**config.mk**
```make
export PLATFORM = sky130hd
export DESIGN_NAME = alu_arb3
export DESIGN_NICKNAME = d
export VERILOG_FILES = /design/src/rtl/alu_arb3.sv
export SDC_FILE = /design/constraint.sdc
export NUM_CORES = 1
export LEC_CHECK = 0
export CAP_MARGIN = 20
export CORE_ASPECT_RATIO = 1.2
export CORE_UTILIZATION = 44
export CTS_CLUSTER_SIZE = 12
export DETAILED_ROUTE_END_ITERATION = 8
export GPL_ROUTABILITY_DRIVEN = 0
export PLACE_DENSITY = 0.87
export SKIP_CTS_REPAIR_TIMING = 1
export SYNTH_ARGS = -nofsm -noshare
export SYNTH_HDL_FRONTEND = slang
export SYNTH_SLANG_ARGS = --single-unit
```
**constraint.sdc**
```tcl
create_clock -name clk -period 3.5 [get_ports clk]
set_input_delay 0.35 -clock clk [delete_from_list [all_inputs] [get_ports clk]]
set_output_delay 0.35 -clock clk [all_outputs]
set_load 0.05 [all_outputs]
```
**src/rtl/alu_arb3.sv**
```systemverilog
// alu_arb3: three-way round-robin arbiter with hold limit, registering the granted requester's operand.
module alu_arb3 #(
  parameter int MAX_HOLD = 8
) (
  input  logic        clk,
  input  logic        rst_n,
  input  logic [2:0]  req,
  input  logic [31:0] i0,
  input  logic [31:0] i1,
  input  logic [31:0] i2,
  output logic [2:0]  gnt,
  output logic [1:0]  sel,
  output logic [31:0] out,
  output logic        out_vld,
  output logic        busy
);
  typedef enum logic {IDLE, GRANT} state_t;
  localparam logic [7:0] MAX = MAX_HOLD[7:0];
  state_t      state_q, state_d;
  logic [1:0]  ptr_q, ptr_d, sel_q, sel_d;
  logic [2:0]  gnt_q, gnt_d;
  logic [31:0] out_q, out_d;
  logic        vld_q, vld_d;
  logic [7:0]  cnt_q, cnt_d, cnt_inc;
  logic [1:0]  c1, c2, pick;
  logic [31:0] opnd;
  logic        xfer;
  always_comb begin
    c1 = (ptr_q == 2'd2) ? 2'd0 : ptr_q + 2'd1;
    c2 = (ptr_q == 2'd0) ? 2'd2 : ptr_q - 2'd1;
    pick = req[c1] ? c1 : req[c2] ? c2 : ptr_q;
    opnd = (sel_q == 2'd0) ? i0 : (sel_q == 2'd1) ? i1 : i2;
    xfer = (state_q == GRANT) && req[sel_q];
    cnt_inc = cnt_q + 8'd1;
    state_d = state_q;
    ptr_d = ptr_q;
    sel_d = sel_q;
    gnt_d = gnt_q;
    out_d = out_q;
    cnt_d = cnt_q;
    vld_d = 1'b0;
    if (state_q == IDLE) begin
      state_d = (req != 3'b000) ? GRANT : IDLE;
      gnt_d = (req != 3'b000) ? 3'b001 << pick : 3'b000;
      sel_d = (req != 3'b000) ? pick : 2'd0;
      ptr_d = (req != 3'b000) ? pick : ptr_q;
      cnt_d = 8'd0;
    end else if (xfer) begin
      out_d = opnd;
      vld_d = 1'b1;
      cnt_d = cnt_inc;
      state_d = (cnt_inc == MAX) ? IDLE : GRANT;
      gnt_d = (cnt_inc == MAX) ? 3'b000 : gnt_q;
      sel_d = (cnt_inc == MAX) ? 2'd0 : sel_q;
    end else begin
      state_d = IDLE;
      gnt_d = 3'b000;
      sel_d = 2'd0;
    end
  end
  always_ff @(posedge clk or negedge rst_n) begin
    if (!rst_n) begin
      state_q <= IDLE;
      ptr_q <= 2'd2;
      sel_q <= 2'd0;
      gnt_q <= 3'b000;
      out_q <= 32'd0;
      vld_q <= 1'b0;
      cnt_q <= 8'd0;
    end else begin
      state_q <= state_d;
      ptr_q <= ptr_d;
      sel_q <= sel_d;
      gnt_q <= gnt_d;
      out_q <= out_d;
      vld_q <= vld_d;
      cnt_q <= cnt_d;
    end
  end
  assign gnt = gnt_q;
  assign sel = sel_q;
  assign out = out_q;
  assign out_vld = vld_q;
  assign busy = (state_q == GRANT);
endmodule

```
==> flow_summary.json <==
{
  "outcome": "completed",
  "p_switching_w": 0.00184,
  "ant_nets": 0,
  "yosysWarnings": 0,
  "synth.cell_area_mm2": 0.00281,
  "drv_slew": 0,
  "maxSlewHeadroom": 0.603,
  "wl_um": 7610,
  "grt_usage": 0.228,
  "fin_skew_ps": 7.33,
  "worstSkewPairLatency_ps": 300,
  "final_cells": 526,
  "ys_ff_latch": 49,
  "crit_type": "flop to output pin",
  "first_pass_iters": 4,
  "nFillCells": 485,
  "vias_per_cell": 5.10,
  "swShare": 0.496,
  "cp-start-kind": "flop",
  "clock-sinks": 49,
  "synth_nets": 419,
  "p_int_w": 0.00187,
  "setup_ws_ps": 833,
  "dp_hpwl_um": 5850,
  "cts_root_buf": "clkbuf_8",
  "tns_ps": 0,
  "fp.dieH_um": 89.5,
  "clk_path_buf_depth": 2,
  "vdd_ir_drop_max_uv": 431,
  "ys_top_cells_by_count": "48 x dfrtp_1, 42 x nand2_1, 37 x mux2i_1, 37 x nor2_1, 35 x a21oi_1",
  "htree_levels": 2,
  "fin_nets": 550,
  "hp-class": "input pin to async pin",
  "p_leak_nw": 1.81,
  "syn-instance-count": 312,
  "antenna_found_initial": 0,
  "finalSetupViolCount": 0,
  "synth_most_common_cell": "dfrtp_1",
  "rows": 31,
  "pwr-share-comb": 0.614,
  "synthArstFlopShare": 1.00,
  "ioPinCount": 140,
  "cp-end-kind": "output pin",
  "powerDensity_mw_per_mm2": 848,
  "cp_data_arrival_time_ps": 2320,
  "portBuffers": 139,
  "hold_viol": 0,
  "drv_cap": 0,
  "clk_pin_slew_ps": 90,
  "core_mm2": 0.00609,
  "worstMarginPinSlew_ps": 594,
  "clkPwrFrac": 0.113,
  "grt_pass1_wl_um": 11600,
  "period_needed_ps": 2670,
  "fin_crit_sh": 0.762,
  "rsz0062_at_grt": "no",
  "timing.fmax_ghz": 0.375,
  "dp_cells": 516,
  "drive_gt1_frac": 0.0541,
  "synth.avg_cell_area_um2": 9.00,
  "drt_iter0_drc": 54,
  "synth_edf_count": 0,
  "die_area_mm2": 0.00670,
  "grt_max_degree": 55,
  "finalPower_w": 0.00371,
  "synth_ff_type": "dfrtp_1",
  "synth_top_area_frac": 0.428,
  "drc_errors": 0,
  "cts_tree": "built",
  "cts_buffers": 5,
  "seq_area_frac_synth": 0.437,
  "num_antenna_cells": 0,
  "routedWlPerCell_um": 14.5,
  "routed-via-count": 2681,
  "syn_to_final_growth_pct": 55.9,
  "ys_top_cells_by_area": "dfrtp_1 43%, mux2i_1 13%, a21oi_1 6.2%, o21ai_0 6.1%, nand2_1 5.6%",
  "crit_fanout": 20,
  "worstPathRequired_ps": 3150,
  "start_util": 0.461,
  "final_util": 0.718,
  "synth.distinct_cells": 38,
  "synth_largest_area_cell": "dfrtp_1",
  "die_x_um": 74.9,
  "grt_overflow": 0,
  "pre_cts_ws_ps": 1030,
  "grt_pass1_vias": 2624,
  "p_seq_frac": 0.272
}
metal layers:
| layer | global-route usage | routed length [um] |
|---|---|---|
| met4 | 0.0669 | 99 |
| met2 | 0.423 | 4180 |
| met1 | 0.259 | 2910 |
| met5 | 0 | 0 |
| met3 | 0.0507 | 415 |
worst max-delay path, cell delays in order, from the launching register on:
cell and delay (ps):
dfrtp_2 700, buf_4 430, clkdlybuf4s50_1 880
kinds of logic (layout without fill, tap and decap cells):
kind of cell	after synthesis	after routing	share of synthesized area
buffers and inverters	24	156	0.0397
flip-flops	49	49	0.437
AO/OA/AOI/OAI	83	83	0.174
adder cells (fa/ha/maj)	6	6	0.0267
AND/OR/NAND/NOR	103	103	0.158
XOR/XNOR	9	9	0.0281
multiplexers	38	38	0.136
registers in the layout, indices dropped and copies added, names as in the netlist:
signal   count
sel          2
gnt          3
busy         1
out         32
ptr_q        2
out_vld      1
cnt_q        8
cells in the final DEF, fill, tap and decap left out, drive strengths merged, types with 3 or more instances in the layout:
cell type,count
clkdlybuf4s50,138
dfrtp,48
nand2,43
mux2i,37
nor2,37
a21oi,35
o21ai,34
and2,7
xnor2,7
ha,6
clkbuf,6
buf,5
inv,4
and3,3
nand3,3
a22o,3
worst paths after layout:
path | start | slack [ps] | to | depth (start not counted)
worst max-delay path | sel[0] | 830 | sel[0] | 2
worst min-delay path | rst_n | 470 | out[21] | 2
worst max register to register | sel[0] | 1140 | out[12] | 5
worst min register to register | out[2] | 490 | out[2] | 2
max in group asynchronous | rst_n | 2520 | sel[1] | 3
min in group clk | out[2] | 490 | out[2] | 2
power groups by stage:
| stage | Combinational (W) | Clock (W) | Sequential, W |
|---|---|---|---|
| 6_report | 0.00228 | 0.000421 | 0.00101 |
| 5_1_grt | 0.00245 | 0.000445 | 0.00105 |
| 4_1_cts | 0.00229 | 0.000424 | 0.00101 |
| 3_5_place_dp | 0.00229 | 0 | 0.00102 |
| 3_3_place_gp | 0.00222 | 0 | 0.00101 |
| 2_1_floorplan | 0.000885 | 0 | 0.00168 |
final cells by class:
cell class	count	area (um2)	share of cell area
clock buffer	6	82.6	0.0189
clock inverter	2	37.5	0.00858
inverter	4	15.0	0.00343
multi-input combinational	239	1470	0.336
sequential	49	1230	0.281
tap	82	103	0.0235
timing repair buffer	144	1440	0.329
per-stage QoR:
step	hold WS, ps	instance area (um2)
final	473	4370
after global routing	500	4370
after CTS	273	4340
after detailed placement	475	4220
after global placement	460	4220
after floorplan	54.4	2810
No activity file was read; power rests on OpenSTA's default activity.
